### config.mk
export PLATFORM = sky130hd
export DESIGN_NAME = branch_ctrl
export DESIGN_NICKNAME = d
export VERILOG_FILES = /design/src/rtl/branch_ctrl.sv
export SDC_FILE = /design/constraint.sdc
export NUM_CORES = 1
export LEC_CHECK = 0
export CAP_MARGIN = 20
export CORE_ASPECT_RATIO = 1.5
export CORE_UTILIZATION = 40
export CTS_CLUSTER_SIZE = 20
export DETAILED_ROUTE_END_ITERATION = 10
export PLACE_DENSITY = 0.81
export SLEW_MARGIN = 10
export SYNTH_ARGS = -nofsm -noshare
export SYNTH_HDL_FRONTEND = slang
export SYNTH_SLANG_ARGS = --single-unit
### constraint.sdc
create_clock -name Clock -period 2.3 [get_ports Clock]
set_clock_uncertainty 0.1 [all_clocks]
set_input_delay 0.69 -clock Clock [delete_from_list [all_inputs] [get_ports Clock]]
set_output_delay 0.69 -clock Clock [all_outputs]
set_load 0.02 [all_outputs]
### src/rtl/branch_ctrl.sv
// Branch resolution controller: latches a decoded branch, resolves it against the
// registered ALU flags, pulses the PC load and holds a short flush window when taken.
module branch_ctrl #(
    parameter int ADDR_W       = 8,
    parameter int FLUSH_CYCLES = 2
) (
    input  logic              Clock,
    input  logic              Resetn,
    input  logic [3:0]        FlagIn,
    input  logic              FlagWe,
    input  logic              BrReq,
    input  logic [1:0]        BrCond,
    input  logic [ADDR_W-1:0] BrTarget,
    output logic [3:0]        Flag,
    output logic              Stall,
    output logic              BrAck,
    output logic              Taken,
    output logic              PcLoad,
    output logic [ADDR_W-1:0] PcTarget,
    output logic              Flush,
    output logic [7:0]        TakenCount
);

    typedef enum logic [1:0] {
        IDLE  = 2'd0,
        EVAL  = 2'd1,
        FLUSH = 2'd2
    } state_t;

    localparam logic [2:0] FLUSH_INIT = 3'(FLUSH_CYCLES);

    state_t              state_q, state_d;
    logic [3:0]          flag_q, flag_d;
    logic [1:0]          cond_q, cond_d;
    logic [ADDR_W-1:0]   target_q, target_d;
    logic [2:0]          flush_cnt_q, flush_cnt_d;
    logic [7:0]          taken_cnt_q, taken_cnt_d;
    logic                cond_true;

    always_ff @(posedge Clock or negedge Resetn) begin
        if (!Resetn) begin
            state_q     <= IDLE;
            flag_q      <= 4'd0;
            cond_q      <= 2'd0;
            target_q    <= '0;
            flush_cnt_q <= 3'd0;
            taken_cnt_q <= 8'd0;
        end else begin
            state_q     <= state_d;
            flag_q      <= flag_d;
            cond_q      <= cond_d;
            target_q    <= target_d;
            flush_cnt_q <= flush_cnt_d;
            taken_cnt_q <= taken_cnt_d;
        end
    end

    // Flags are written independently of the branch FSM.
    assign flag_d = FlagWe ? FlagIn : flag_q;

    always_comb begin
        case (cond_q)
            2'b00:   cond_true = 1'b1;
            2'b01:   cond_true = flag_q[2];
            2'b10:   cond_true = ~flag_q[3];
            default: cond_true = flag_q[3];
        endcase
    end

    always_comb begin
        state_d     = state_q;
        cond_d      = cond_q;
        target_d    = target_q;
        flush_cnt_d = flush_cnt_q;
        taken_cnt_d = taken_cnt_q;
        Stall       = 1'b0;
        BrAck       = 1'b0;
        Taken       = 1'b0;
        PcLoad      = 1'b0;
        Flush       = 1'b0;

        case (state_q)
            IDLE: begin
                if (BrReq) begin
                    cond_d   = BrCond;
                    target_d = BrTarget;
                    state_d  = EVAL;
                end
            end
            EVAL: begin
                Stall = 1'b1;
                // A flag write this cycle means the flags are not yet final; wait.
                if (!FlagWe) begin
                    BrAck = 1'b1;
                    Taken = cond_true;
                    if (cond_true) begin
                        PcLoad      = 1'b1;
                        state_d     = FLUSH;
                        flush_cnt_d = FLUSH_INIT;
                        if (taken_cnt_q != 8'hFF) begin
                            taken_cnt_d = taken_cnt_q + 8'd1;
                        end
                    end else begin
                        state_d = IDLE;
                    end
                end
            end
            FLUSH: begin
                Stall       = 1'b1;
                Flush       = 1'b1;
                flush_cnt_d = flush_cnt_q - 3'd1;
                if (flush_cnt_q <= 3'd1) begin
                    state_d = IDLE;
                end
            end
            default: begin
                state_d = IDLE;
            end
        endcase
    end

    assign Flag       = flag_q;
    assign PcTarget   = target_q;
    assign TakenCount = taken_cnt_q;

endmodule
==> summary.txt, run 1 <==
Yosys
  • Seq/Total Area, Yosys: 0.506
  • Mapped Cells: 112
  • Post-synthesis register bit count: 27
  • Largest family of logic cells by synthesized area: multiplexers
  • Post-synthesis compound-gate area fraction: 0.113
  • Warnings from Yosys: 0
  • Yosys top cell area share: 0.506
  • Synth Area per Inst: 11.9 um2
  • Syn nets: 137
  • Unique masters post-synth: 33
  • Synth Area in Simple Gates: 0.113
  • Synth Area in Adders: 0.0656
  • Ranking of synthesized cells by area: dfrtp_1 51%, mux2_2 13%, ha_1 6.6%
  • Post-Synth XOR/XNOR Area: 0.0131
  • Largest area contributor in the netlist: dfrtp_1
  • Post-Syn Area: 0.00134 mm2
  • Post-synthesis mux area share: 0.152

GRT
  • Vias in the first global route: 1139
  • Total Routing Usage GR: 0.180
  • Initial antenna violation count: 0
  • Grt total ovfl: 0
  • First-pass GRT wire length: 4900 um
  • Largest net degree at the start of global routing: 28

STA
  • Tcrit/Tclk final: 1.02
  • Final setup viols: 2
  • Actual slew at the worst max-slew pin: 0.389 ns
  • Final slew viol count: 0
  • RSZ-0062 raised after global routing: true
  • Post-layout minimum cycle time: 2.34 ns
  • Setup WS post-layout: -0.0423 ns
  • FMAX: 0.427 GHz
  • Final hold viol count: 0
  • Worst rel slew slack: 0.740

Finish
  • Area delta synth->final: 46.0%
  • Final net count: 199
  • Commonest non-fill, non-tap cell in the layout: clkdlybuf4s50_1
  • Final Core Density: 0.617
  • Ratio of cells with drive above 1 in the final layout: 0.283
  • Antenna Cells: 0
  • Most frequent cells in the layout: 36 x clkdlybuf4s50_1, 27 x dfrtp_1, 20 x buf_4
  • Fillers: 249
  • Finished Layout Cells: 213

Status
  • Failing checks: setup timing
  • Status: finished, violations left

Critical path
  • Worst setup EP type: output port
  • CP max FO: 4
  • Arr. time, crit path: 1.55 ns
  • Critical Path Source Type: register
  • WS Path Type: reg2out
  • CP required: 1.51 ns

Clock tree
  • Clock tree buffer depth: 2
  • TritonCTS Buffers: 3
  • Worst-Skew Late Latency: 0.27 ns
  • Clock net sink count: 27
  • Reg clk slew, reported paths: 0.09 ns
  • H-Tree Depth: 1
  • Root Buffer: clkbuf_8
  • CTS tree: done

Floorplanning
  • Site Rows: 25
  • Starting Density: 0.423
  • I/O pin cnt: 43
  • Core Region: 0.00316 mm2
  • Full die area: 0.00358 mm2
  • Die Height: 72.8 um
  • Chip Width: 49.2 um

Placement
  • Placer's final routability congestion estimate: 0.821
  • Port Buffers: 42
  • Hpwl dp: 2230 um
  • Placed insts: 205
  • Place WS: -0.699 ns

Detailed routing
  • Final WL: 2900 um
  • DR vias/cell: 5.09
  • DRC viols: 0
  • Initial DRC count: 48
  • ANT nets after route: 0
  • WL per Instance: 13.6 um
  • Routed via count: 1085
  • 1st-pass router iterations: 4

Worst hold path
  • Worst Hold Class: reg2reg

Power
  • PwrDens: 1170 mW/mm2
  • Worst VDD drop: 0.747 mV
  • LEAKAGE: 0.879 nW

Flow run
  • Max Cap Viol: 0
## stage by stage
step                      hold slack, ns  TNS [ns]  total power [mW]  area (um2)
final                              0.412   -0.0841              2.28        1950
after detailed placement           0.391     -2.21              2.03        1890
after global routing               0.437    -0.253              2.44        1950
after CTS                          0.413    -0.220              2.28        1930
after global placement             0.391     -2.04              1.97        1890
after floorplan                    0.294         0              1.46        1340
## kinds of logic (layout without fill, tap and decap cells)
family | count (synthesis) | after routing
AOI/OAI and AO/OA | 20 | 20
xor gates and xnor gates | 2 | 2
adders and majority gates | 7 | 7
buffers and inverters | 10 | 71
DFF | 27 | 27
muxes | 18 | 18
and+or+nand+nor | 28 | 28
## final timing paths
kind | start | cells after the start | slack (ns) | endpoint
min | PcTarget[4] | 1 | 0.41 | PcTarget[4]
max | Flag[3] | 4 | -0.04 | Taken
max reg2reg | Flag[3] | 7 | 0.23 | TakenCount[4]
min in group asynchronous | Resetn | 2 | 0.68 | TakenCount[0]
min reg2reg | PcTarget[4] | 1 | 0.41 | PcTarget[4]
max in group asynchronous | Resetn | 2 | 1.16 | PcTarget[1]
## worst max-delay path: stages (launching register included)
cell and delay (ns):
dfrtp_1 0.40, xor2_1 0.21, a2111oi_4 0.34, buf_4 0.19
buf_4 0.14
## layer usage
layer	vias up	GRT usage	wire (um)
li1	523	-	-
met2	35	0.330	1630
met1	521	0.201	1110
met4	0	0.111	74
met5	-	0	0
met3	6	0.00833	94
## repair_timing
action                                 in CTS  in global routing
endpoints found under the hold margin       0                  0
pin swaps                                   1                  1
hold buffers                                0                  0
setup endpoints to repair                   5                  3
gates resized for setup                    15                  7
setup buffers                               2                  2
## registers in the layout (all words and copies together) (netlist names)
register and cells:
Flag 4, state_q 2, PcTarget 8, flush_cnt_q 3, cond_q 2, TakenCount 8
## where the power goes
part | internal, mW | total [mW] | leakage, nW | switching, mW
clock network | 0.121 | 0.264 | 0.0255 | 0.143
logic | 0.643 | 1.23 | 0.524 | 0.587
registers | 0.648 | 0.789 | 0.329 | 0.141
total | 1.41 | 2.28 | 0.879 | 0.871
## Yosys cell counts (all sizes together)
cell / count
mux2: 18
o21ba: 1
or3: 1
o311a: 1
nand2b: 1
nor3b: 1
a2111oi: 1
and3b: 1
xor2: 1
a21oi: 6
o22ai: 1
a2bb2oi: 1
a211oi: 1
dfrtp: 27
a221o: 1
nor2: 6
inv: 7
a32o: 1
and4: 1
clkbuf: 1
and3: 2
o21ai: 5
nand3: 2
nand2: 8
a31oi: 1
xnor2: 1
nor2b: 2
buf: 2
nand4: 3
ha: 7
## layout make-up
type,instances,area [um2],area share
Sequential cell,27,676,0.347
Multi-Input combinational cell,75,613,0.315
Timing Repair Buffer,60,538,0.276
Tap cell,40,50.0,0.0257
Clock buffer,3,41.3,0.0212
Inverter,7,26.3,0.0135
Clock inverter,1,5.00,0.00257
No activity file was read; power rests on OpenSTA's default activity.
==> run 2: changes to the inputs <==
--- a/config.mk
+++ b/config.mk
@@ -8,7 +8,6 @@
 export CAP_MARGIN = 20
 export CORE_ASPECT_RATIO = 1.5
 export CORE_UTILIZATION = 40
-export CTS_CLUSTER_SIZE = 20
 export DETAILED_ROUTE_END_ITERATION = 10
 export PLACE_DENSITY = 0.81
 export SLEW_MARGIN = 10
==> constraint.sdc (replaced) <==
create_clock -name Clock -period 2.3 [get_ports Clock]
set_clock_uncertainty 0.1 [all_clocks]
set_input_delay 0.345 -clock Clock [delete_from_list [all_inputs] [get_ports Clock]]
set_output_delay 0.345 -clock Clock [all_outputs]
set_load 0.02 [all_outputs]
==> summary.txt, run 2 (same netlist as run 1, synthesis figures left out) <==
Critical path
  • CP max FO: 7 (+3)
  • Critical Path Source Type: register
  • Reg2reg start: state_q[1]
  • Worst path cell trace: inv_1 > ha_1 > clkdlybuf4s50_1
  • Critical R2R Capture: TakenCount[4]
  • WS Path Type: reg2out
  • Worst r2r path cells: 7 (unchanged)
  • CP required: 1.86 ns (+0.35 ns)
  • Arr. time, crit path: 1.74 ns (+0.19 ns)
  • Family with the most delay on the worst path: buffers and inverters
  • Worst reg-to-reg setup slack: 0.28 ns (+0.05 ns)
  • Critical-path top delay cell: clkdlybuf4s50_1
  • Worst setup EP type: output port
  • CP bufs+invs: 2 (unchanged)
  • Crit-path max cell delay: 0.65 ns (+0.25 ns)

Floorplanning
  • I/O pin cnt: 43 (unchanged)
  • Starting Density: 0.423 (unchanged)
  • Full die area: 0.00358 mm2 (unchanged)
  • Die Height: 72.8 um (unchanged)
  • Chip Width: 49.2 um (unchanged)
  • Core Region: 0.00316 mm2 (unchanged)
  • Site Rows: 25 (unchanged)

GRT
  • Grt total ovfl: 0 (unchanged)
  • Largest net degree at the start of global routing: 28 (unchanged)
  • Initial antenna violation count: 0 (unchanged)
  • Total Routing Usage GR: 0.180 (+0.000932)
  • Vias in the first global route: 1082 (-5.0%)
  • First-pass GRT wire length: 4840 um (-1.3%)

Clock tree
  • Reg clk slew, reported paths: 0.08 ns (about the same)
  • Post-CTS Setup Repair Bufs: 0 (-2)
  • Cts-stage hold buffer count: 0 (unchanged)
  • TritonCTS Buffers: 3 (unchanged)
  • Clock tree buffer depth: 2 (unchanged)
  • Worst-Skew Late Latency: 0.27 ns (about the same)
  • CTS resizes: 3 (-12)
  • Root Buffer: clkbuf_8
  • CTS tree: done
  • H-Tree Depth: 1 (unchanged)
  • Clock net sink count: 27 (unchanged)

Power
  • Combinational power share: 0.510 (-0.029)
  • Worst VDD drop: 0.757 mV (+1.3%)
  • LEAKAGE: 0.799 nW (-9.0%)
  • Switching part of the total: 0.385 (+0.00397)
  • Reg power frac: 0.370 (+0.025)
  • PwrDens: 1170 mW/mm2 (+0.25%)
  • Int Pwr: 1.33 mW (-5.6%)
  • Clock share of power: 0.121 (+0.005)
  • Sw power: 836 uW (-4.0%)

Detailed routing
  • WL per Instance: 14.3 um (+5.0%)
  • DRC viols: 0 (unchanged)
  • 1st-pass router iterations: 4 (unchanged)
  • ANT nets after route: 0 (unchanged)
  • DR vias/cell: 5.25 (+3.1%)
  • Final WL: 2850 um (-1.9%)
  • Routed via count: 1045 (-3.7%)
  • Initial DRC count: 22 (-54%)

Finish
  • Ratio of cells with drive above 1 in the final layout: 0.182 (-0.101)
  • Most frequent cells in the layout: 39 x clkdlybuf4s50_1, 27 x dfrtp_1, 16 x mux2_2
  • Final Core Density: 0.585 (-0.0321)
  • Final net count: 185 (-7.0%)
  • Area delta synth->final: 38.4%
  • Antenna Cells: 0 (unchanged)
  • Commonest non-fill, non-tap cell in the layout: clkdlybuf4s50_1
  • Finished Layout Cells: 199 (-6.6%)

STA
  • Setup TNS: 0 ns (+0.0841 ns)
  • Setup WS post-layout: 0.119 ns (+0.161 ns)
  • Tcrit/Tclk final: 0.948 (-0.0701)
  • Final hold viol count: 0 (unchanged)
  • Final slew viol count: 0 (unchanged)
  • FMAX: 0.458 GHz (+7.4%)
  • Final setup viols: 0 (-2)
  • Post-layout minimum cycle time: 2.18 ns (-0.161 ns)
  • RSZ-0062 raised after global routing: false
  • Min Hold Slack: 0.335 ns (-0.0771 ns)
  • Actual slew at the worst max-slew pin: 0.500 ns (+0.111 ns)
  • Worst rel slew slack: 0.664 (-0.0757)

Placement
  • Placer's final routability congestion estimate: 0.859 (+4.6%)
  • Port Buffers: 42 (unchanged)
  • Place WS: -0.0115 ns (+0.687 ns)
  • Hpwl dp: 2210 um (-0.75%)
  • Placed insts: 195 (-4.9%)

Worst hold path
  • Worst Hold Class: in2async

Status
  • Status: finished, final reports clean

Flow run
  • Max Cap Viol: 0 (unchanged)
==> run 2: cell count changes in the layout (fill, tap and decap cells not counted), moves of 2 or more <==
cell,before,now
dlygate4sd2_1,2,0
clkdlybuf4s50_1,36,39
inv_2,2,0
inv_1,5,7
buf_4,20,4
==> run 2: worst max-delay path by stage <==
stage | endpoint | slack, ns | cells after the start | startpoint
2_1_floorplan | Taken | 0.38 | 4 | Flag[3]
3_3_place_gp | PcLoad | -0.01 | 3 | FlagWe
5_1_grt | BrAck | 0.02 | 6 | state_q[1]
4_1_cts | PcLoad | 0.10 | 5 | state_q[1]
3_5_place_dp | PcLoad | -0.01 | 3 | FlagWe
6_report | Flush | 0.12 | 3 | state_q[0]
==> run 2: metrics by stage <==
step	total power [mW]	area [um2]
2_1_floorplan	1.46	1340
3_3_place_gp	1.89	1810
3_5_place_dp	1.94	1810
4_1_cts	2.19	1850
5_1_grt	2.33	1850
6_report	2.17	1850
==> run 2: per-layer routing <==
layer | track usage | routed length, um
met5 | 0 | 0
met4 | 0.118 | 78
met3 | 0.0188 | 83
met2 | 0.323 | 1630
met1 | 0.201 | 1060
==> run 2: worst reg2reg max path, cell delays in order, from the launching register on <==
cell	delay (ns)
dfrtp_1	0.41
inv_1	0.11
ha_1	0.21
inv_1	0.09
a2111oi_4	0.26
buf_4	0.24
nand4_1	0.14
mux2_1	0.34
==> run 2: area by class of cell <==
class                      count  area, um2
clock buffer                   4       45.0
fill                         271       1310
inverter                       7       26.3
multi-input combinational     75        611
sequential                    27        676
tap                           40       50.0
timing repair buffer          46        440
==> run 2: power groups by stage <==
stage / registers [mW] / logic [mW] / clock network (mW)
4_1_cts: 0.801 / 1.12 / 0.273
5_1_grt: 0.829 / 1.20 / 0.299
3_3_place_gp: 0.796 / 1.10 / 0
2_1_floorplan: 0.938 / 0.525 / 0
6_report: 0.802 / 1.11 / 0.262
3_5_place_dp: 0.811 / 1.13 / 0
==> run 3: changes to the inputs <==
==> constraint.sdc (replaced) <==
create_clock -name Clock -period 1.9 [get_ports Clock]
set_clock_uncertainty 0.1 [all_clocks]
set_input_delay 0.285 -clock Clock [delete_from_list [all_inputs] [get_ports Clock]]
set_output_delay 0.285 -clock Clock [all_outputs]
set_load 0.02 [all_outputs]
==> summary.txt, run 3 (same netlist as run 1, synthesis figures left out) <==
Finish
  • Sequential cell area: 676 um2 (unchanged)
  • Ratio of cells with drive above 1 in the final layout: 0.291 (+0.108)
  • Most frequent cells in the layout: 37 x clkdlybuf4s50_1, 27 x dfrtp_1, 18 x buf_4
  • Antenna Cells: 0 (unchanged)
  • Multi-input logic area: 633 um2 (+3.7%)
  • Fin area: 0.00197 mm2 (+6.6%)
  • Area delta synth->final: 47.6%
  • Final net count: 198 (+7.0%)
  • Fillers: 252 (-7.0%)
  • Commonest non-fill, non-tap cell in the layout: clkdlybuf4s50_1

Floorplanning
  • Site Rows: 25 (unchanged)
  • Die Height: 72.8 um (unchanged)
  • Starting Density: 0.423 (unchanged)
  • Full die area: 0.00358 mm2 (unchanged)
  • Core Region: 0.00316 mm2 (unchanged)
  • Chip Width: 49.2 um (unchanged)
  • I/O pin cnt: 43 (unchanged)

Clock tree
  • CTS tree: done
  • Clock net sink count: 27 (unchanged)
  • Reg clk slew, reported paths: 0.09 ns (about the same)
  • TritonCTS Buffers: 3 (unchanged)
  • Clock tree buffer depth: 2 (unchanged)
  • Root Buffer: clkbuf_8
  • Cts-stage hold buffer count: 0 (unchanged)
  • H-Tree Depth: 1 (unchanged)
  • Worst-Skew Late Latency: 0.27 ns (about the same)

STA
  • FMAX: 0.523 GHz
  • RSZ-0062 raised after global routing: true
  • Tcrit/Tclk final: 1.01
  • Setup WS post-layout: -0.0105 ns (-0.129 ns)
  • Post-layout minimum cycle time: 1.91 ns
  • Final setup viols: 2 (+2)
  • Final slew viol count: 0 (unchanged)
  • Final hold viol count: 0 (unchanged)
  • Setup TNS: -0.0200 ns (-0.0200 ns)
  • Worst rel slew slack: 0.722 (+0.0570)
  • Actual slew at the worst max-slew pin: 0.415 ns (-0.0851 ns)

Detailed routing
  • DR vias/cell: 5.08 (-3.3%)
  • Final WL: 3070 um (+7.7%)
  • Routed via count: 1077 (+3.1%)
  • Top Metal Used: met4
  • WL met3: 102 um (+23%)
  • ANT nets after route: 0 (unchanged)
  • WL per Instance: 14.5 um (+1.1%)
  • DRC viols: 0 (unchanged)
  • Initial DRC count: 29 (+32%)
  • Met1 WL: 1220 um (+15%)
  • Routed wl met2: 1680 um (+3.3%)
  • 1st-pass router iterations: 4 (unchanged)

Critical path
  • Worst path cell trace: inv_2 > ha_4 > inv_2 > a2111oi_4 > buf_4
  • Cell mode on critical path: inv_2
  • Arr. time, crit path: 1.53 ns (-0.21 ns)
  • Worst setup EP type: output port
  • Critical Path Source Type: register
  • Critical-path top delay cell: dfrtp_1
  • CP required: 1.51 ns (-0.35 ns)
  • Crit-path max cell delay: 0.40 ns (-0.25 ns)
  • WS Path Type: reg2out
  • CP max FO: 3 (-4)

Power
  • Reg power frac: 0.336 (-0.034)
  • Worst VDD drop: 1.05 mV (+39%)
  • Switching part of the total: 0.381 (-0.00422)
  • Combinational power share: 0.548 (+0.038)
  • Int Pwr: 1.75 mW (+31%)
  • Sw power: 1.08 mW (+29%)
  • Clock share of power: 0.116 (-0.005)
  • PwrDens: 1440 mW/mm2 (+22%)
  • LEAKAGE: 0.878 nW (+9.9%)

GRT
  • Vias in the first global route: 1088 (+0.55%)
  • First-pass GRT wire length: 4980 um (+3.0%)
  • Largest net degree at the start of global routing: 28 (unchanged)
  • Total Routing Usage GR: 0.185 (+0.00419)
  • Grt total ovfl: 0 (unchanged)
  • Initial antenna violation count: 0 (unchanged)

Placement
  • Placer's final routability congestion estimate: 0.793 (-7.7%)
  • Hpwl dp: 2270 um (+2.6%)
  • Placed instance area: 0.00189 mm2 (+4.1%)
  • Port Buffers: 42 (unchanged)

Worst hold path
  • Worst Hold Class: in2async

Status
  • Status: finished, violations left
  • Failing checks: setup timing

Flow run
  • Max Cap Viol: 0 (unchanged)
run 3: layout make-up:
cell class	instances	share of cell area
clock buffers	3	0.0210
clock inverters	1	0.00254
inverters	7	0.0133
multi-input cells	75	0.321
flip-flops and latches	27	0.343
well taps	40	0.0254
repair buffers	59	0.274
run 3: power by group through the flow:
stage | registers [mW] | clock network [mW] | logic (mW)
after floorplan | 1.13 | 0 | 0.635
after global placement | 0.942 | 0 | 1.45
after detailed placement | 0.960 | 0 | 1.50
after CTS | 0.947 | 0.333 | 1.49
after global routing | 0.981 | 0.358 | 1.67
final | 0.951 | 0.328 | 1.55
run 3: per-layer routing:
metal  track usage  up-vias
met4         0.105        0
li1              -      520
met5             0        -
met1         0.220      526
met2         0.312       27
met3        0.0313        4
run 3: path summary, 6_finish.rpt:
| path | from | end | slack, ns | depth (start not counted) |
|---|---|---|---|---|
| worst max register to register | state_q[1] | TakenCount[4] | 0.03 | 7 |
| worst max-delay path | state_q[1] | PcLoad | -0.01 | 5 |
| min in group Clock | PcTarget[5] | PcTarget[5] | 0.41 | 1 |
| worst min register to register | PcTarget[5] | PcTarget[5] | 0.41 | 1 |
| max in group asynchronous | Resetn | flush_cnt_q[2] | 1.17 | 2 |
| worst min-delay path | Resetn | PcTarget[5] | 0.27 | 2 |
run 3: critical path, delay by kind of cell (launching register included):
kind	cells	cell delay (ns)
AOI/OAI and AO/OA	1	0.37
adders and majority gates	1	0.13
buffers and inverters	3	0.35
DFF	1	0.40
run 3: what timing repair did:
item | in CTS | in global routing
resized for setup | 16 | 8
buffers inserted | 0 | 3
setup endpoints to repair | 7 | 9
pin swaps | 1 | 1
run 3: metrics by stage:
step / total power, mW / utilization / hold WS (ns) / worst slack [ns] / instances
2_1_floorplan: 1.77 / - / -0.111 / 0.0216 / 112
3_3_place_gp: 2.39 / 0.598 / 0.387 / -0.292 / 205
3_5_place_dp: 2.46 / 0.598 / 0.396 / -0.287 / 205
4_1_cts: 2.77 / 0.610 / 0.281 / -0.0292 / 209
5_1_grt: 3.00 / 0.624 / 0.291 / -0.106 / 212
6_report: 2.83 / 0.624 / 0.266 / -0.0105 / 212
==> RTL edit (flow settings as in run 2) <==
Reset style: synchronous (`Resetn`), changed in one clocked block.
--- a/src/rtl/branch_ctrl.sv
+++ b/src/rtl/branch_ctrl.sv
@@ -37,7 +37,7 @@
     logic [7:0]          taken_cnt_q, taken_cnt_d;
     logic                cond_true;
 
-    always_ff @(posedge Clock or negedge Resetn) begin
+    always_ff @(posedge Clock) begin
         if (!Resetn) begin
             state_q     <= IDLE;
             flag_q      <= 4'd0;
Check against the original RTL: differs if Resetn is asserted again (counterexample within 4 cycles, from zero or initial values and one cycle with Resetn low); with Resetn held inactive, the same outputs for 10 cycles.
==> RTL edit against run 2 <==
Setup slack better by 0.087 ns; via count grew 16%; routed wire length is 2.6% lower; global-route usage is 0.24 points lower; die area decreased by 2.4%; final area down 2.6%; sequential cell count unchanged; sequential share of layout area down 6.5 points; synthesized cell count increased by 38%; synthesized area is 2.5% lower; count of clock-buffer cells in the layout unchanged; critical path type unchanged; largest cell class is now multi-input gates.
Power is not compared: it rests on default switching activity, and its combinational part moved more than twofold at a synthesized area within 25%.
==> RTL edit: results (changes against run 2) <==
metric,value,unit,change
CP peak stage delay,0.62,ns,was 0.65 ns
CP Max Fanout,3,,was 7
Clock Path Buffers,2,,unchanged
largest net degree at the start of global routing,20,,was 28
DR top layer,met4,,unchanged
vias in the first global route,1141,,was 1082
CP top delay family,buffers and inverters,,unchanged
Post-Syn Nets,179,,was 137
GP Congestion,0.7411,,was 0.8588
DP Worst Slack,0.1184,ns,was -0.01154 ns
Leak,0.6773,nW,
WP data arrival,1.65,ns,was 1.74 ns
M1 GR Usage,19.37,%,was 20.11%
register area share after synthesis,41.54,%,was 50.61%
routed length on met1,1140,um,was 1058 um
"top cells by area, synth","dfxtp_1, nand2_1, a21oi_1",,"was dfrtp_1, mux2_2, ha_1"
design area,0.001800,mm2,was 0.001848 mm2
YS warnings,0,,unchanged
initial antenna violation count,0,,unchanged
Finished Layout Cells,235,,was 199
first-pass GRT wire length,4802,um,was 4836 um
Hold WC Path Type,reg -> reg,,was in -> async
worst vdd ir,392.3,uV,
outcome,"finished, final reports clean",,unchanged
Via density,5.140,,was 5.251
post-synthesis async set-or-reset flop share,0,%,was 100.0%
Final nets,221,,was 185
Synth area leader,dfxtp_1,,was dfrtp_1
total track usage,17.81,%,was 18.05%
Placed Instances,231,,was 195
Int Pwr,752.3,uW,
routed wl met3,116,um,was 83 um
GR Util met2,32.55,%,was 32.27%
Skew-Pair Late Insertion Delay,0.27,ns,about the same
"Distinct cells, synth",34,,was 33
post-DR wirelength/cell,11.80,um,was 14.32 um
most instantiated cells after synthesis,"nand2_1, dfxtp_1, a21oi_1",,"was dfrtp_1, mux2_2, ha_1, inv_1, nand2_1"
DP HPWL,2069,um,was 2213 um
Iter 0 DRT Violations,10,,was 22
clk slew on worst S/H paths,0.09,ns,
Syn Inst Count,154,,was 112
CTS Buf Count,3,,unchanged
Slew HR,61.57,%,was 66.45%
met3 Usage GRT,2.760,%,was 1.875%
Fill cells,296,,was 271
slowest CP cell,clkdlybuf4s50_1,,unchanged
met2 wire length,1448,um,was 1630 um
share of cells above drive strength 1,5.641,%,was 18.24%
## RTL edit: changes by cell type after synthesis, moves of 4 or more
cell	before	now
mux2i_1	0	5
mux2_2	16	0
nand2_1	7	28
dfxtp_1	0	27
or4_1	0	4
dfrtp_1	27	0
a21oi_1	6	19
## RTL edit: worst paths after layout
path                                  from                          to  slack (ns)  cells past startpoint
setup reg to reg   state_q[1]$_SDFFE_PN0P_  TakenCount[3]$_SDFFE_PN0P_        0.40                      7
hold / removal    PcTarget[4]$_SDFFE_PN0P_    PcTarget[4]$_SDFFE_PN0P_        0.36                      2
setup / recovery   state_q[1]$_SDFFE_PN0P_                       BrAck        0.21                      4
hold reg to reg   PcTarget[4]$_SDFFE_PN0P_    PcTarget[4]$_SDFFE_PN0P_        0.36                      2
## RTL edit: repair_timing
action	4_1_cts	5_1_grt
endpoints found under the setup margin	0	2
hold buffers	0	0
hold endpoints to repair	0	0
setup buffers	0	0
resized for setup	0	2
## RTL edit: cell families after synthesis
logic type | count (synthesis) | synth area share, %
and+or+nand+nor | 58 | 22.21
AOI/OAI and AO/OA | 37 | 17.98
buffers and inverters | 19 | 6.538
muxes | 6 | 5.000
adders and majority gates | 7 | 6.730
DFF | 27 | 41.54
## RTL edit: cell type report
class	instances	share of cell area (%)
Multi-Input combinational cell	108	37.53
Sequential cell	27	30.02
Timing Repair Buffer	45	24.88
Tap cell	40	2.780
Clock buffer	4	2.502
Inverter	11	2.293
## RTL edit: power by group through the flow
stage / sequential [mW] / combinational [mW] / clock, mW
6_report: 0.520 / 0.273 / 0.267
5_1_grt: 0.524 / 0.303 / 0.300
3_3_place_gp: 0.530 / 0.271 / 0
3_5_place_dp: 0.530 / 0.276 / 0
4_1_cts: 0.520 / 0.277 / 0.274
2_1_floorplan: 0.550 / 0.143 / 0
